===== config.mk =====
export PLATFORM = sky130hd
export DESIGN_NAME = mem_bus_ctrl
export DESIGN_NICKNAME = d
export VERILOG_FILES = /design/src/rtl/mem_bus_ctrl.sv
export SDC_FILE = /design/constraint.sdc
export NUM_CORES = 1
export LEC_CHECK = 0
export CAP_MARGIN = 20
export CORE_UTILIZATION = 24
export DETAILED_ROUTE_END_ITERATION = 16
export GPL_ROUTABILITY_DRIVEN = 0
export PLACE_DENSITY_LB_ADDON = 0.15
export RECOVER_POWER = 25
export SYNTH_ARGS = -nofsm -noshare
export SYNTH_HDL_FRONTEND = slang
export SYNTH_SLANG_ARGS = --single-unit

===== constraint.sdc =====
create_clock -name clk -period 4.1 [get_ports clk]
set_input_delay 0.615 -clock clk [delete_from_list [all_inputs] [get_ports clk]]
set_output_delay 0.615 -clock clk [all_outputs]
set_load 0.05 [all_outputs]

===== src/rtl/mem_bus_ctrl.sv =====
// Memory-side bus controller: splits CPU accesses between external RAM and an MMIO
// window (TX byte FIFO, prescaled 16-bit timer with compare, status register).
module mem_bus_ctrl #(
  parameter int          FIFO_DEPTH = 8,
  parameter int          PRESCALE   = 16,
  parameter logic [15:0] MMIO_BASE  = 16'hF000
) (
  input  logic        clk,
  input  logic        rst_n,
  input  logic        cpu_mem_we,
  input  logic [15:0] cpu_mem_addr,
  input  logic [15:0] cpu_mem_in,
  output logic [15:0] cpu_mem_out,
  output logic        ram_we,
  output logic [15:0] ram_addr,
  output logic [15:0] ram_wdata,
  input  logic [15:0] ram_rdata,
  output logic [7:0]  tx_data,
  output logic        tx_valid,
  input  logic        tx_ready,
  output logic        timer_irq
);

  localparam int PW = $clog2(FIFO_DEPTH);
  localparam int CW = $clog2(FIFO_DEPTH + 1);
  localparam int SW = (PRESCALE > 1) ? $clog2(PRESCALE) : 1;
  localparam logic [SW-1:0] PRE_LAST = SW'(PRESCALE - 1);

  logic          mmio_sel;
  logic [7:0]    off;
  logic          wr_tx, wr_stat, wr_tim, wr_cmp;
  logic          fifo_empty, fifo_full, pop, push, tick;
  logic          ovf_set, match_set;
  logic [15:0]   timer_inc, status, mmio_rdata;
  logic [3:0]    occ;

  logic [PW-1:0] rd_ptr_q, rd_ptr_d, wr_ptr_q, wr_ptr_d;
  logic [CW-1:0] count_q, count_d;
  logic [7:0]    mem_q [FIFO_DEPTH];
  logic [15:0]   timer_q, timer_d, cmp_q, cmp_d;
  logic [SW-1:0] pre_q, pre_d;
  logic          ovf_q, ovf_d, match_q, match_d, irq_en_q, irq_en_d;

  assign mmio_sel  = (cpu_mem_addr[15:8] == MMIO_BASE[15:8]);
  assign off       = cpu_mem_addr[7:0];
  assign wr_tx     = cpu_mem_we & mmio_sel & (off == 8'h00);
  assign wr_stat   = cpu_mem_we & mmio_sel & (off == 8'h01);
  assign wr_tim    = cpu_mem_we & mmio_sel & (off == 8'h02);
  assign wr_cmp    = cpu_mem_we & mmio_sel & (off == 8'h03);

  assign ram_we    = cpu_mem_we & ~mmio_sel & rst_n;
  assign ram_addr  = cpu_mem_addr;
  assign ram_wdata = cpu_mem_in;

  assign fifo_empty = (count_q == '0);
  assign fifo_full  = (count_q == CW'(FIFO_DEPTH));
  // A pop frees the slot in the same edge, so a push into a full FIFO is accepted then.
  assign pop        = ~fifo_empty & tx_ready;
  assign push       = wr_tx & (~fifo_full | pop);
  assign tick       = (pre_q == PRE_LAST);
  assign timer_inc  = timer_q + 16'd1;

  assign tx_valid  = ~fifo_empty;
  assign tx_data   = fifo_empty ? 8'h00 : mem_q[rd_ptr_q];
  assign timer_irq = match_q & irq_en_q;

  always_comb begin
    rd_ptr_d  = rd_ptr_q;
    wr_ptr_d  = wr_ptr_q;
    timer_d   = timer_q;
    pre_d     = pre_q;
    cmp_d     = cmp_q;
    irq_en_d  = irq_en_q;
    match_set = 1'b0;
    ovf_set   = wr_tx & fifo_full & ~pop;
    if (pop)  rd_ptr_d = rd_ptr_q + PW'(1);
    if (push) wr_ptr_d = wr_ptr_q + PW'(1);
    count_d = count_q + CW'(push) - CW'(pop);
    if (wr_tim) begin
      timer_d = cpu_mem_in;
      pre_d   = '0;
    end else if (tick) begin
      timer_d   = timer_inc;
      pre_d     = '0;
      match_set = (timer_inc == cmp_q);
    end else begin
      pre_d = pre_q + SW'(1);
    end
    if (wr_cmp)  cmp_d    = cpu_mem_in;
    if (wr_stat) irq_en_d = cpu_mem_in[4];
    // Clear first, then set, so a same-cycle event survives a write-1-to-clear.
    ovf_d   = (ovf_q   & ~(wr_stat & cpu_mem_in[2])) | ovf_set;
    match_d = (match_q & ~(wr_stat & cpu_mem_in[3])) | match_set;
  end

  always_ff @(posedge clk or negedge rst_n) begin
    if (!rst_n) begin
      rd_ptr_q <= '0;
      wr_ptr_q <= '0;
      count_q  <= '0;
      timer_q  <= '0;
      pre_q    <= '0;
      cmp_q    <= 16'hFFFF;
      ovf_q    <= 1'b0;
      match_q  <= 1'b0;
      irq_en_q <= 1'b0;
    end else begin
      rd_ptr_q <= rd_ptr_d;
      wr_ptr_q <= wr_ptr_d;
      count_q  <= count_d;
      timer_q  <= timer_d;
      pre_q    <= pre_d;
      cmp_q    <= cmp_d;
      ovf_q    <= ovf_d;
      match_q  <= match_d;
      irq_en_q <= irq_en_d;
    end
  end

  always_ff @(posedge clk) begin
    if (push) mem_q[wr_ptr_q] <= cpu_mem_in[7:0];
  end

  always_comb begin
    occ = (32'(count_q) > 15) ? 4'hF : 4'(count_q);
    status = {4'h0, occ, 3'b000, irq_en_q, match_q, ovf_q, fifo_full, fifo_empty};
    case (off)
      8'h01:   mmio_rdata = status;
      8'h02:   mmio_rdata = timer_q;
      8'h03:   mmio_rdata = cmp_q;
      default: mmio_rdata = 16'h0000;
    endcase
    cpu_mem_out = mmio_sel ? mmio_rdata : ram_rdata;
  end

endmodule


==> summary.txt <==
Status
  • Outcome: finished, violations left
  • Violations in the final reports: max-capacitance violations, max-slew violations

Cells and area
  • Layout cells sized above 1: 0.202
  • Area growth from synthesis to layout: 33.6%
  • Nets: 665
  • N_diodes: 0
  • Most common cell after layout, fill and taps aside: clkdlybuf4s50_1
  • Finished Layout Cells: between 900 and 1,000
  • Most frequent cells in the layout: 90 x clkdlybuf4s50_1, 64 x edfxtp_1, 42 x nor2_1, 42 x nand2_1, 33 x dfrtp_1
  • Final core occ: 0.329

Yosys
  • Mux share of post-synthesis cell area: 0.128
  • Syn. warnings: 0
  • Post-synthesis compound-gate area fraction: 0.0734
  • #FFs+latches synth: 113
  • Cells after Synth: a little over 500
  • Synthesized-area fraction occupied by adder cells: 0.0242
  • Async set-reset flop share out of synthesis: 0.434
  • Yosys cell types: 56
  • Syn Area/Cell: about 12 um2
  • Main combinational cell family by area after synthesis: multiplexers
  • Syn nets: 570
  • Simple-gate share of the synthesized area: 0.120
  • Xor/xnor share of the synthesized area: 0.0613
  • Sequential element share of the synthesized area: 0.528
  • Ys flop type: edfxtp_1
  • Synthesized area: between 0.006 and 0.007 mm2
  • Number of synthesized flops with an enable pin: 64

Clock network
  • Insertion delay of the later-clocked pin in the worst-skew pair: around 0.42 ns
  • CTS buffer count: 17
  • Clock Sinks: approximately 110
  • Setup bufs post-CTS: 0
  • CTS tree: built
  • Hold-fix buffers at CTS: 0
  • Post-CTS sizing: 0
  • Worst-path clk slew: approximately 0.050 ns
  • Clock Tree Buf Depth: 2
  • Root Driver: clkbuf_16
  • Htree depth: 4

Hold path
  • Hold Path Stages: 1
  • HP Start: pre_q[0]
  • Type of the worst min-delay path: flop to flop
  • Worst Hold Endpoint: pre_q[0]

Power
  • VDD IR max: 0.396 mV
  • Total Power: 3.86 mW
  • PD cells: approximately 480 mW/mm2
  • Leakage: approximately 3.0 nW

Global route
  • Wire length of the first global-routing pass: approximately 25,000 um
  • Number of global-route vias before repair: between 4,000 and 5,000
  • Initial antenna violation count: 0
  • GRT Util Overall: 0.127
  • Pin count of the biggest net entering global routing: 50
  • GRT Residual Overflow: 0

Routing
  • Via density: around 4.4
  • Final WL: 15,400 um
  • DRC viols: 0
  • DRT iter0 DRCs: 174
  • Routed len/inst: 16.3 um
  • Vias: just over 4,000
  • Remaining antenna violation count: 0
  • Pre-antenna DRT Iters: 6

Critical path
  • Worst Path Max Fanout: 2
  • Worst setup SP type: input port
  • CP endpoint kind: primary output
  • Critical path type: input port to primary output
  • WP data arrival: roughly 2.9 ns
  • R2r endpoint: count_q[2]
  • Reg2reg setup slack: 1.51 ns
  • Worst reg2reg startpoint: count_q[2]
  • R2R cell count: 13
  • Worst EP required: around 3.5 ns

Die
  • Starting Density: 0.246
  • I/O pins: 111
  • Die Width: 160 um
  • Die Ht: ~160 um
  • Row Count: 57
  • Core Region: about 0.024 mm2
  • Die area: between 0.02 and 0.03 mm2

Timing
  • Final Hold Vio Count: 0
  • Slew Limit Fails: 50
  • Fin crit share: 0.845
  • Final setup viols: 0
  • Clock Skew: ~0.0095 ns
  • RSZ-0062 raised after global routing: no
  • Worst-Margin Slew: 2.85 ns
  • Relative slew slack: -0.898
  • Final TNS setup: 0 ns
  • Fmax: between 200 and 300 MHz
  • Crit path time final: between 3 and 4 ns

Flow run
  • Max cap viols: 1

Placement
  • Port Buffer Count: 110
  • DP Wirelength: 11,300 um
  • DP Cell Count: 907
per-layer routing:
layer	GRT usage	share of wire	vias up
li1	-	-	1996
met1	0.159	0.45	1999
met2	0.212	0.49	108
met3	0.0374	0.048	13
met4	0.0346	0.011	0
met5	0	0	-
cell usage after synthesis (all sizes together), types with 10 or more instances:
library cell,n,area [um2]
dfstp,16,420
nor2,42,158
nand3,13,65.1
mux4,16,360
nor3,12,81.3
xnor2,25,219
mux2i,16,160
mux2,22,248
dfrtp,33,826
nand2,42,158
edfxtp,64,1920
clkbuf,20,75.1
ha,10,125
xor2,17,149
inv,14,52.6
a21oi,22,110
buf,37,262
o21ai,23,115
power by group:
part	internal [mW]	leakage (nW)	total, mW	switching [mW]
clock	0.824	0.260	1.33	0.507
combinational	0.506	1.60	1.18	0.677
sequential	1.25	1.15	1.34	0.0910
total	2.58	3.02	3.86	1.27
area by class of cell:
cell class                 count  area [um2]
clock inverter                11        91.3
timing repair buffer         133        1420
tap                          324         405
fill                        2470       16400
clock buffer                  21         440
sequential                   113        3170
inverter                      14        52.6
multi-input combinational    323        2440
worst max-delay path, stage by stage:
cell and delay, ns:
clkdlybuf4s50_1 0.42, or4_1 0.61, or2_2 0.32, and3_1 0.18, clkdlybuf4s50_1 0.70
registers in the layout, summed over array words and instances, names as in the netlist:
register and flops:
cmp_q 16, count_q 4, irq_en_q 1, match_q 1, mem_q 64, ovf_q 1
pre_q 4, rd_ptr_q 3, timer_q 16, wr_ptr_q 3
logic make-up (layout without fill, tap and decap cells):
logic type / Yosys count / in the layout
compound gates: 72 / 72
xor+xnor: 42 / 42
fa+ha+maj: 11 / 11
buf+inv: 71 / 179
flops: 113 / 113
mux: 54 / 54
simple gates: 144 / 144
per-stage QoR:
stage               instance area (um2)  hold slack [ns]  setup WS [ns]
finish                             8020            0.513          0.636
global route                       8020            0.531          0.534
CTS                                8030            0.418          0.608
detailed placement                 7500            0.507          0.616
global placement                   7500            0.488          0.631
floorplan                          6000            0.319          0.509
worst max path at each step:
stage	startpoint	endpoint	slack (ns)	cells after the start
after floorplan	count_q[2]	cpu_mem_out[0]	0.51	8
after global placement	cpu_mem_addr[9]	ram_we	0.63	5
after detailed placement	cpu_mem_addr[9]	ram_we	0.62	5
after CTS	cpu_mem_addr[9]	ram_we	0.61	5
after global routing	cpu_mem_addr[9]	ram_we	0.53	5
final	cpu_mem_addr[9]	ram_we	0.64	5
Note: power is estimated with default switching activity, not from simulation.
